===== src/rtl/boot_sequencer_if.sv =====
// Bus bundle for boot_sequencer: boot ROM read port, CPU memory port, RAM port
// and CPU run control, plus a debug view of the sequencer state.
//
// Handshakes: ROM reads are single-cycle (rom_data is valid in the same cycle
// as rom_rd). CPU and RAM cycles are request/ack: the requester holds rd or wr
// with stable addr/wdata until the cycle in which ack is high, and ack may be
// high in the very first cycle a request is presented. rdata is valid with ack.
interface boot_sequencer_if;
    logic        boot_req;
    logic [14:0] rom_addr;
    logic        rom_rd;
    logic [11:0] rom_data;
    logic [14:0] cpu_addr;
    logic [11:0] cpu_wdata;
    logic        cpu_rd;
    logic        cpu_wr;
    logic        cpu_ack;
    logic [11:0] cpu_rdata;
    logic [14:0] mem_addr;
    logic [11:0] mem_wdata;
    logic        mem_rd;
    logic        mem_wr;
    logic        mem_ack;
    logic [11:0] mem_rdata;
    logic        cpu_halt;
    logic        cpu_start;
    logic [14:0] cpu_start_pc;
    logic        done;
    logic [1:0]  dbg_state;

    modport master (
        input  boot_req, rom_data, cpu_addr, cpu_wdata, cpu_rd, cpu_wr,
               mem_ack, mem_rdata,
        output rom_addr, rom_rd, cpu_ack, cpu_rdata, mem_addr, mem_wdata,
               mem_rd, mem_wr, cpu_halt, cpu_start, cpu_start_pc, done,
               dbg_state
    );

    modport slave (
        output boot_req, rom_data, cpu_addr, cpu_wdata, cpu_rd, cpu_wr,
               mem_ack, mem_rdata,
        input  rom_addr, rom_rd, cpu_ack, cpu_rdata, mem_addr, mem_wdata,
               mem_rd, mem_wr, cpu_halt, cpu_start, cpu_start_pc, done,
               dbg_state
    );
endinterface


===== src/rtl/boot_sequencer.sv =====
// Bootstrap controller: copies LEN words from boot ROM into RAM while the CPU
// is halted, starts the CPU at START_PC, then passes CPU cycles through to RAM.
module boot_sequencer #(
    parameter logic [14:0] SRC_BASE = 15'o07416,
    parameter logic [14:0] DST_BASE = 15'o07750,
    parameter logic [7:0]  LEN      = 8'd5,
    parameter logic [14:0] START_PC = 15'o07750
) (
    input logic              clk,
    input logic              reset,
    boot_sequencer_if.master bus
);

    typedef enum logic [1:0] {
        LOAD  = 2'd0,
        WRITE = 2'd1,
        START = 2'd2,
        DONE  = 2'd3
    } state_t;

    // An empty copy skips straight to releasing the CPU.
    localparam state_t     FIRST = (LEN == 8'd0) ? START : LOAD;
    localparam logic [7:0] LAST  = LEN - 8'd1;

    state_t      state;
    state_t      state_nxt;
    logic [7:0]  cnt;
    logic [11:0] wbuf;
    logic        pend;
    logic        honour;
    logic        rd_q;
    logic        wr_q;
    logic        halt_q;
    logic        start_q;
    logic        done_q;

    // A latched re-boot waits for an idle CPU so no CPU cycle is cut short.
    assign honour = pend && !bus.cpu_rd && !bus.cpu_wr;

    always_comb begin
        state_nxt = state;
        if (reset) begin
            state_nxt = FIRST;
        end else begin
            case (state)
                LOAD:    state_nxt = WRITE;
                WRITE:   if (bus.mem_ack) state_nxt = (cnt == LAST) ? START : LOAD;
                START:   state_nxt = DONE;
                default: if (honour) state_nxt = FIRST;
            endcase
        end
    end

    // Output flags are registered from the next state so they are clean
    // decodes of the state actually entered.
    always_ff @(posedge clk) begin
        state   <= state_nxt;
        rd_q    <= (state_nxt == LOAD);
        wr_q    <= (state_nxt == WRITE);
        halt_q  <= (state_nxt == LOAD) || (state_nxt == WRITE);
        start_q <= (state_nxt == START);
        done_q  <= (state_nxt == DONE);
        if (reset) begin
            cnt  <= 8'd0;
            pend <= 1'b0;
        end else begin
            case (state)
                LOAD:  wbuf <= bus.rom_data;
                WRITE: if (bus.mem_ack && cnt != LAST) cnt <= cnt + 8'd1;
                START: ;
                default: begin
                    if (honour) begin
                        pend <= 1'b0;
                        cnt  <= 8'd0;
                    end else if (bus.boot_req) begin
                        pend <= 1'b1;
                    end
                end
            endcase
        end
    end

    // Reset masks every request immediately, dropping any RAM write in flight.
    assign bus.rom_rd       = rd_q & ~reset;
    assign bus.rom_addr     = SRC_BASE + {7'd0, cnt};
    assign bus.mem_addr     = done_q ? bus.cpu_addr : (DST_BASE + {7'd0, cnt});
    assign bus.mem_wdata    = done_q ? bus.cpu_wdata : wbuf;
    assign bus.mem_wr       = (done_q ? bus.cpu_wr : wr_q) & ~reset;
    assign bus.mem_rd       = done_q & bus.cpu_rd & ~reset;
    assign bus.cpu_ack      = done_q & bus.mem_ack & ~reset;
    assign bus.cpu_rdata    = bus.mem_rdata;
    assign bus.cpu_halt     = halt_q | reset;
    assign bus.cpu_start    = start_q & ~reset;
    assign bus.cpu_start_pc = START_PC;
    assign bus.done         = done_q & ~reset;
    assign bus.dbg_state    = state;

endmodule

===== src/flat_wrapper.sv =====
// flat-port wrapper written by rule: the top's interface ports become plain ports
module boot_sequencer_flat 
#(
    parameter logic [14:0] SRC_BASE = 15'o07416,
    parameter logic [14:0] DST_BASE = 15'o07750,
    parameter logic [7:0]  LEN      = 8'd5,
    parameter logic [14:0] START_PC = 15'o07750
)
  (clk, reset, bus_boot_req, bus_rom_data, bus_cpu_addr, bus_cpu_wdata, bus_cpu_rd, bus_cpu_wr, bus_mem_ack, bus_mem_rdata, bus_rom_addr, bus_rom_rd, bus_cpu_ack, bus_cpu_rdata, bus_mem_addr, bus_mem_wdata, bus_mem_rd, bus_mem_wr, bus_cpu_halt, bus_cpu_start, bus_cpu_start_pc, bus_done, bus_dbg_state);
  boot_sequencer_if bus_i ();
  input logic clk;
  input logic reset;
  input wire logic [$bits(bus_i.boot_req)-1:0] bus_boot_req;
  input wire logic [$bits(bus_i.rom_data)-1:0] bus_rom_data;
  input wire logic [$bits(bus_i.cpu_addr)-1:0] bus_cpu_addr;
  input wire logic [$bits(bus_i.cpu_wdata)-1:0] bus_cpu_wdata;
  input wire logic [$bits(bus_i.cpu_rd)-1:0] bus_cpu_rd;
  input wire logic [$bits(bus_i.cpu_wr)-1:0] bus_cpu_wr;
  input wire logic [$bits(bus_i.mem_ack)-1:0] bus_mem_ack;
  input wire logic [$bits(bus_i.mem_rdata)-1:0] bus_mem_rdata;
  output wire logic [$bits(bus_i.rom_addr)-1:0] bus_rom_addr;
  output wire logic [$bits(bus_i.rom_rd)-1:0] bus_rom_rd;
  output wire logic [$bits(bus_i.cpu_ack)-1:0] bus_cpu_ack;
  output wire logic [$bits(bus_i.cpu_rdata)-1:0] bus_cpu_rdata;
  output wire logic [$bits(bus_i.mem_addr)-1:0] bus_mem_addr;
  output wire logic [$bits(bus_i.mem_wdata)-1:0] bus_mem_wdata;
  output wire logic [$bits(bus_i.mem_rd)-1:0] bus_mem_rd;
  output wire logic [$bits(bus_i.mem_wr)-1:0] bus_mem_wr;
  output wire logic [$bits(bus_i.cpu_halt)-1:0] bus_cpu_halt;
  output wire logic [$bits(bus_i.cpu_start)-1:0] bus_cpu_start;
  output wire logic [$bits(bus_i.cpu_start_pc)-1:0] bus_cpu_start_pc;
  output wire logic [$bits(bus_i.done)-1:0] bus_done;
  output wire logic [$bits(bus_i.dbg_state)-1:0] bus_dbg_state;
  assign bus_i.boot_req = bus_boot_req;
  assign bus_i.rom_data = bus_rom_data;
  assign bus_i.cpu_addr = bus_cpu_addr;
  assign bus_i.cpu_wdata = bus_cpu_wdata;
  assign bus_i.cpu_rd = bus_cpu_rd;
  assign bus_i.cpu_wr = bus_cpu_wr;
  assign bus_i.mem_ack = bus_mem_ack;
  assign bus_i.mem_rdata = bus_mem_rdata;
  assign bus_rom_addr = bus_i.rom_addr;
  assign bus_rom_rd = bus_i.rom_rd;
  assign bus_cpu_ack = bus_i.cpu_ack;
  assign bus_cpu_rdata = bus_i.cpu_rdata;
  assign bus_mem_addr = bus_i.mem_addr;
  assign bus_mem_wdata = bus_i.mem_wdata;
  assign bus_mem_rd = bus_i.mem_rd;
  assign bus_mem_wr = bus_i.mem_wr;
  assign bus_cpu_halt = bus_i.cpu_halt;
  assign bus_cpu_start = bus_i.cpu_start;
  assign bus_cpu_start_pc = bus_i.cpu_start_pc;
  assign bus_done = bus_i.done;
  assign bus_dbg_state = bus_i.dbg_state;
  boot_sequencer #(.SRC_BASE(SRC_BASE), .DST_BASE(DST_BASE), .LEN(LEN), .START_PC(START_PC)) u_core (.clk(clk), .reset(reset), .bus(bus_i));
endmodule

===== config.mk =====
export PLATFORM = sky130hd
export DESIGN_NAME = boot_sequencer_flat
export DESIGN_NICKNAME = d
export VERILOG_FILES = /design/src/rtl/boot_sequencer_if.sv /design/src/rtl/boot_sequencer.sv /design/src/flat_wrapper.sv
export SDC_FILE = /design/constraint.sdc
export NUM_CORES = 1
export LEC_CHECK = 0
export CORE_MARGIN = 4
export CORE_UTILIZATION = 36
export CTS_BUF_LIST = sky130_fd_sc_hd__clkbuf_8
export DETAILED_ROUTE_END_ITERATION = 10
export GPL_TIMING_DRIVEN = 0
export PLACE_DENSITY = 0.84
export SYNTH_ARGS = -nofsm -noshare
export SYNTH_HDL_FRONTEND = slang
export SYNTH_SLANG_ARGS = --single-unit

===== constraint.sdc =====
create_clock -name clk -period 2.1 [get_ports clk]
set_clock_uncertainty 0.1 [all_clocks]
set_input_delay 0.315 -clock clk [delete_from_list [all_inputs] [get_ports clk]]
set_output_delay 0.315 -clock clk [all_outputs]
set_load 0.05 [all_outputs]

==> results.yml, run 1 <==
critical_path:
  crit_arrival_ns: 1.70
  crit_path_top_delay_cell: "sky130_fd_sc_hd__dfxtp_2"
  cell_by_cell_trace_of_the_critical_path: "buf_6 -> inv_2 -> ha_2 -> nor2b_4 -> nor2_4 -> or3_4 -> buf_8"
  critical_path.reg2reg.startpoint: "u_core.cnt[0]"
  slowest_delay_ns: 0.36
  crit_path_max_fo: 5
  worstSetupPathType: "flip-flop to output pin"
  timing.critical_path.from_type: "flip-flop"
  kind_of_capture_point_of_the_worst_setup_path: "output pin"
  r2r_setup_slack_ns: 0.40
  r2r_end: "u_core.cnt[3]"
  critical_path_required_ns: 1.68
  worstRegToRegCells: 5
routing:
  detailedRoute.firstIterationViolations: 92
  first_drt_pass_iteration_count: 4
  antenna_left: 0
  detail_route.wirelength_mm: 5.54
  wl_per_cell_um: 13.7
  dr_total_vias: 1844
  post_drt_via_cell_ratio: 4.55
  drc_errors: 0
place:
  pre_cts_slack_ns: -0.654
  gp_congestion: 0.814
  dpl.hpwl_mm: 4.16
  buffer_ports.inserted: 105
status:
  violations_in_the_final_reports: "negative setup slack"
  status: "finished, violations left"
layout:
  drive_above_1_share_pct: 37.9
  mostFrequentLayoutCell: "sky130_fd_sc_hd__clkdlybuf4s50_1"
  syn2layout_area_growth_pct: 69.2
  final_net_count: 400
  layout_common_cells: "sky130_fd_sc_hd__clkdlybuf4s50_1 (56), sky130_fd_sc_hd__buf_4 (39), sky130_fd_sc_hd__conb_1 (17)"
  diodes: 0
synthesis:
  async_flop_share_pct: 0
  post-synth-top-area-cell: "sky130_fd_sc_hd__edfxtp_1"
  average_footprint_of_a_synthesized_cell_um2: 9.41
  ys_ff_latch: 28
  syn-cell-area_um2: 1950
  synthDominantCellAreaShare_pct: 18.5
  yosysWarnings: 0
  synth_edf_count: 12
  yosys_most_used_dff: "sky130_fd_sc_hd__dfxtp_1"
  synth.lib_cells_used.distinct: 43
  cells_after_synthesis: 207
  synth.top_cells.by_area: "sky130_fd_sc_hd__edfxtp_1 (19%), sky130_fd_sc_hd__dfxtp_1 (16%), sky130_fd_sc_hd__buf_4 (12%)"
  synth-seq-area-share_pct: 35.0
floorplan:
  core-area_um2: 5170
  die_area_um2: 6650
  die_height_um: 81.5
  die_x_um: 81.5
  floorplan.rows: 26
  initial_utilization_pct: 37.6
  ioPinCount: 135
timing:
  min_period_over_period_pct: 101
  finalWorstPathRequiredPeriod_ns: 2.11
  worst-slew-pin-transition_ns: 0.567
  hold_violations: 0
  slew_violations: 0
  worst_slew_margin_rel_pct: 62.1
  max_clock_freq_mhz: 474
  hold_slack_ns: 0.399
  finalSetupViolations: 2
  final.setup.worst_slack_ns: -0.0112
  grt_setup_unrepaired: "true"
min_path:
  worstHoldEndpoint: "u_core.pend"
  min-delay-path-class: "flip-flop to flip-flop"
  holdCritStartpoint: "u_core.pend"
  min_path_cells: 2
clock_network:
  numClockSinks: 28
  clock_tree_from_tritoncts: "yes"
  worst_skew_pair.late_latency_ns: 0.27
  path_clk_slew_ns: 0.09
  clk_path_buf_depth: 2
  number_of_hold_buffers_added_after_cts: 0
  tritoncts.num_buffers: 3
  htree_levels: 1
  clk_root_buffer_cell: "sky130_fd_sc_hd__clkbuf_8"
power_and_ir_drop:
  pwr-share-clk_pct: 30.1
  power.density_cell_area_nw_per_um2: 430
  vdd.ir_drop.worst_uv: 304
  cellLeakagePower_nw: 1.40
  p_total_mw: 1.42
  gate_power_share_pct: 28.0
  sw_frac_of_total_pct: 28.9
  internal-power_mw: 1.01
  seq_power_share_pct: 42.0
  p_sw_uw: 408
grt:
  pin_count_of_the_biggest_net_entering_global_routing: 17
  first_global_vias: 1762
  antenna_violations_before_repair: 0
  grt.overflow.total: 0
  grt_first_pass_wirelength_mm: 8.22
  global_route.usage.total_pct: 15.4
flow_run:
  timing.max_cap.violations: 0
[what timing repair did]
| action | in CTS | in global routing |
|---|---|---|
| setup buffers | 2 | 1 |
| gates cloned | 0 | 1 |
| gates resized for setup | 169 | 34 |
| setup endpoints to repair | 58 | 19 |
| pin swaps | 1 | 0 |
[layout make-up]
type	instances	area, um2
fillers	446	1880
multi-input cells	144	1080
repair buffers	109	1010
flip-flops and latches	28	687
plain buffers	42	328
well taps	70	87.6
clock buffers	3	41.3
inverters	8	33.8
clock inverters	1	30.0
[routing by layer]
metal / part of all wire (%) / vias to the layer above / global-route usage [%]
li1: - / 931 / -
met5: 0 / - / 0
met1: 41 / 839 / 19.1
met3: 8.7 / 2 / 2.41
met4: 0.31 / 0 / 2.03
met2: 50 / 72 / 28.7
[state kept, by name, indices dropped and copies added (netlist names)]
register	count
u_core.bus.dbg_state	2
u_core.cnt	8
u_core.done_q	1
u_core.halt_q	1
u_core.pend	1
u_core.rd_q	1
u_core.start_q	1
u_core.wbuf	12
u_core.wr_q	1
[cells in the mapped netlist, drive strengths merged, types with 2 or more instances]
library cell / n
a21oi: 10
and2: 5
buf: 38
clkbuf: 4
conb: 2
dfxtp: 16
edfxtp: 12
ha: 7
inv: 8
mux2: 14
mux2i: 3
nand2: 17
nand3: 5
nand4: 2
nor2: 8
nor2b: 7
nor3: 5
o21ai: 13
o31ai: 3
or2: 2
or3: 4
or4: 2
xnor2: 3
xor2: 4
[power by group through the flow]
stage	Clock [mW]	Combinational [mW]	Sequential (mW)
global route	0.456	0.415	0.597
detailed placement	0	0.404	0.608
global placement	0	0.400	0.607
floorplan	0	0.252	0.610
CTS	0.435	0.398	0.594
finish	0.425	0.396	0.594
[cell families after synthesis]
| group | Yosys count | synth area share [%] |
|---|---|---|
| and+or+nand+nor | 62 | 19.2 |
| buffers and inverters | 50 | 17.2 |
| AOI/OAI and AO/OA | 34 | 11.1 |
| DFF | 28 | 35.0 |
| muxes | 17 | 9.64 |
| adders and majority gates | 7 | 4.50 |
| xor gates and xnor gates | 7 | 3.15 |
| other | 2 | 0.386 |
[worst max-delay path, delay by kind of cell, from the launching register on]
kind	cells	cell delay, ns
adders and majority gates	1	0.15
DFF	1	0.36
and+or+nand+nor	3	0.58
buffers and inverters	3	0.33
[stage by stage]
| stage | utilization, % | cell area (um2) | setup TNS (ns) | cells |
|---|---|---|---|---|
| floorplan | - | 2040 | -0.241 | 222 |
| global placement | 61.4 | 3180 | -19.74 | 397 |
| detailed placement | 61.5 | 3180 | -15.45 | 397 |
| CTS | 63.0 | 3260 | -0.116 | 403 |
| global route | 63.7 | 3290 | -0.179 | 405 |
| finish | 63.7 | 3290 | -0.0220 | 405 |
[worst max path at each step]
| stage | startpoint | endpoint | slack, ns | cells after the start |
|---|---|---|---|---|
| detailed placement | reset | bus_cpu_halt | -0.65 | 4 |
| CTS | u_core.cnt[3] | bus_rom_addr[7] | -0.04 | 7 |
| floorplan | u_core.done_q | bus_mem_addr[0] | -0.07 | 3 |
| global route | u_core.cnt[3] | bus_rom_addr[9] | -0.09 | 7 |
| finish | u_core.cnt[3] | bus_rom_addr[9] | -0.01 | 7 |
| global placement | reset | u_core.wbuf[8] | -0.82 | 3 |
Power figures use the tool's default switching activity.
==> run 2: changes to the inputs <==
--- a/config.mk
+++ b/config.mk
@@ -6,11 +6,13 @@
 export NUM_CORES = 1
 export LEC_CHECK = 0
 export CORE_MARGIN = 4
-export CORE_UTILIZATION = 36
+export CORE_UTILIZATION = 33
 export CTS_BUF_LIST = sky130_fd_sc_hd__clkbuf_8
 export DETAILED_ROUTE_END_ITERATION = 10
 export GPL_TIMING_DRIVEN = 0
-export PLACE_DENSITY = 0.84
+export PLACE_DENSITY = 0.81
+export SKIP_LAST_GASP = 1
+export SLEW_MARGIN = 20
 export SYNTH_ARGS = -nofsm -noshare
 export SYNTH_HDL_FRONTEND = slang
 export SYNTH_SLANG_ARGS = --single-unit
==> constraint.sdc (replaced) <==
create_clock -name clk -period 1.9 [get_ports clk]
set_clock_uncertainty 0.1 [all_clocks]
set_input_delay 0.285 -clock clk [delete_from_list [all_inputs] [get_ports clk]]
set_output_delay 0.285 -clock clk [all_outputs]
set_load 0.05 [all_outputs]
==> results.yml, run 2 (synthesis results as in run 1) <==
status:
  status: "finished, violations left"
  violations_in_the_final_reports: "negative setup slack"
routing:
  detail_route.wirelength_mm: 5.87
  drc_errors: 0
  wl_per_cell_um: 13.9
  antenna_left: 0
  detailedRoute.firstIterationViolations: 82
  dr_total_vias: 1948
  first_drt_pass_iteration_count: 5
  post_drt_via_cell_ratio: 4.63
power_and_ir_drop:
  gate_power_share_pct: 28.0
  power.density_cell_area_nw_per_um2: 446
  cellLeakagePower_nw: 1.48
  p_total_mw: 1.57
  pwr-share-clk_pct: 30.2
  vdd.ir_drop.worst_uv: 271
  sw_frac_of_total_pct: 29.2
  internal-power_mw: 1.11
  seq_power_share_pct: 41.7
  p_sw_uw: 459
critical_path:
  critPathLaunch: "u_core.cnt[3]"
  cell_by_cell_trace_of_the_critical_path: "buf_6 -> inv_2 -> ha_4 -> nor2b_4 -> nor2_4 -> or3_4 -> buf_8"
  worstSetupPathType: "flip-flop to output pin"
  critical_path.reg2reg.startpoint: "u_core.cnt[3]"
  r2r_setup_slack_ns: 0.07
  critPathBufInv: 3
  crit_path_max_fo: 3
  logic_depth_of_the_worst_setup_path_including_buffers: 7
  slowest_delay_ns: 0.37
  kind_of_capture_point_of_the_worst_setup_path: "output pin"
  timing.critical_path.to: "bus_rom_addr[11]"
  critical-path-top-delay-family: "simple AND/OR/NAND/NOR gates"
  timing.critical_path.from_type: "flip-flop"
  crit_arrival_ns: 1.69
  worstRegToRegCells: 7
  r2r_end: "u_core.cnt[2]"
  crit_path_top_delay_cell: "sky130_fd_sc_hd__or3_4"
  critical_path_required_ns: 1.51
timing:
  slew_violations: 0
  final.setup.worst_slack_ns: -0.171
  worst_slew_margin_rel_pct: 60.2
  hold_violations: 0
  min_period_over_period_pct: 109
  grt_setup_unrepaired: "true"
  fin_setup_tns_ns: -1.17
  finalWorstPathRequiredPeriod_ns: 2.07
  worst-slew-pin-transition_ns: 0.594
  finalSetupViolations: 12
  max_clock_freq_mhz: 483
layout:
  layout_common_cells: "sky130_fd_sc_hd__clkdlybuf4s50_1 (56), sky130_fd_sc_hd__buf_4 (48), sky130_fd_sc_hd__buf_6 (19), sky130_fd_sc_hd__buf_2 (19), sky130_fd_sc_hd__conb_1 (17)"
  largest_register_ffs: 12
  final_cell_area_um2: 3520
  fillerInstances: 466
  syn2layout_area_growth_pct: 80.8
  mostFrequentLayoutCell: "sky130_fd_sc_hd__clkdlybuf4s50_1"
  instances_no_fill: 421
  drive_above_1_share_pct: 47.6
  diodes: 0
  final_net_count: 414
  largest-register: "u_core.wbuf"
place:
  gp_congestion: 0.800
  dpl.hpwl_mm: 4.45
  postPlaceCellArea_um2: 3260
  buffer_ports.inserted: 105
  place.detailed.instances: 399
grt:
  pin_count_of_the_biggest_net_entering_global_routing: 17
  global_route.usage.total_pct: 14.9
  grt_first_pass_wirelength_mm: 8.75
  antenna_violations_before_repair: 0
  first_global_vias: 1840
  grt.overflow.total: 0
floorplan:
  core-area_um2: 5610
  die_height_um: 84.8
  floorplan.rows: 27
  die_area_um2: 7190
  die_x_um: 84.8
  ioPinCount: 135
  initial_utilization_pct: 34.7
clock_network:
  htree_levels: 1
  numClockSinks: 28
  clk_path_buf_depth: 2
  clock_tree_from_tritoncts: "yes"
  tritoncts.num_buffers: 3
  path_clk_slew_ns: 0.10
  worst_skew_pair.late_latency_ns: 0.28
  number_of_hold_buffers_added_after_cts: 0
  clk_root_buffer_cell: "sky130_fd_sc_hd__clkbuf_8"
min_path:
  holdCritStartpoint: "u_core.pend"
  min-delay-path-class: "flip-flop to flip-flop"
flow_run:
  timing.max_cap.violations: 0
-- run 2: changes by cell type in the layout (fill, tap and decap cells not counted), sizes merged --
cell	previous run	this run
dlygate4sd2	11	4
clkdlybuf4s18	2	0
buf	62	88
dlymetal6s2s	3	0
-- run 2: through the flow --
step                util [%]  hold slack [ns]  setup WS, ns
detailed placement      58.1            0.369        -0.828
global route            62.8            0.422        -0.219
floorplan                  -            0.284        -0.252
global placement        58.1            0.352        -0.815
finish                  62.8            0.399        -0.171
CTS                     60.4            0.393        -0.175
-- run 2: final cells by class --
cell class / count / area [um2] / area share (%)
multi-input cells: 144 / 1160 / 33.0
repair buffers: 123 / 1120 / 32.0
flip-flops and latches: 28 / 693 / 19.7
plain buffers: 42 / 344 / 9.78
well taps: 72 / 90.1 / 2.56
clock buffers: 3 / 41.3 / 1.17
inverters: 8 / 36.3 / 1.03
clock inverters: 1 / 30.0 / 0.853
-- run 2: how the worst min path moves through the flow --
stage | slack [ns] | cells after the start | end
final | 0.40 | 2 | u_core.pend
after global routing | 0.42 | 2 | u_core.pend
after CTS | 0.39 | 2 | u_core.pend
after detailed placement | 0.37 | 2 | u_core.pend
after global placement | 0.35 | 2 | u_core.pend
after floorplan | 0.28 | 0 | u_core.wbuf[0]
-- run 2: repair_timing --
item                                    4_1_cts  5_1_grt
pin swaps                                     5        6
gates resized for setup                     238       44
endpoints found under the setup margin       60       42
hold endpoints to repair                      0        0
cloned                                        0        1
setup buffers                                 8        9
-- run 2: power groups by stage --
stage               Combinational (mW)  Clock [mW]  Sequential [mW]
global placement                 0.446           0            0.669
global route                     0.461       0.505            0.658
floorplan                        0.280           0            0.673
CTS                              0.439       0.485            0.655
detailed placement               0.450           0            0.671
finish                           0.440       0.474            0.655
-- run 2: routing by layer --
| metal | global-route usage (%) | vias to the layer above | wire length [um] |
|---|---|---|---|
| li1 | - | 950 | - |
| met1 | 17.6 | 898 | 2320 |
| met2 | 26.8 | 93 | 2960 |
| met3 | 3.01 | 7 | 505 |
| met4 | 5.04 | 0 | 84 |
| met5 | 0 | - | 0 |
-- run 2: worst register-to-register path, delay by kind of cell (launching register included) --
| kind | cells | cell delay [ns] |
|---|---|---|
| flops | 1 | 0.35 |
| simple gates | 1 | 0.35 |
| compound gates | 2 | 0.41 |
| buf+inv | 4 | 0.51 |
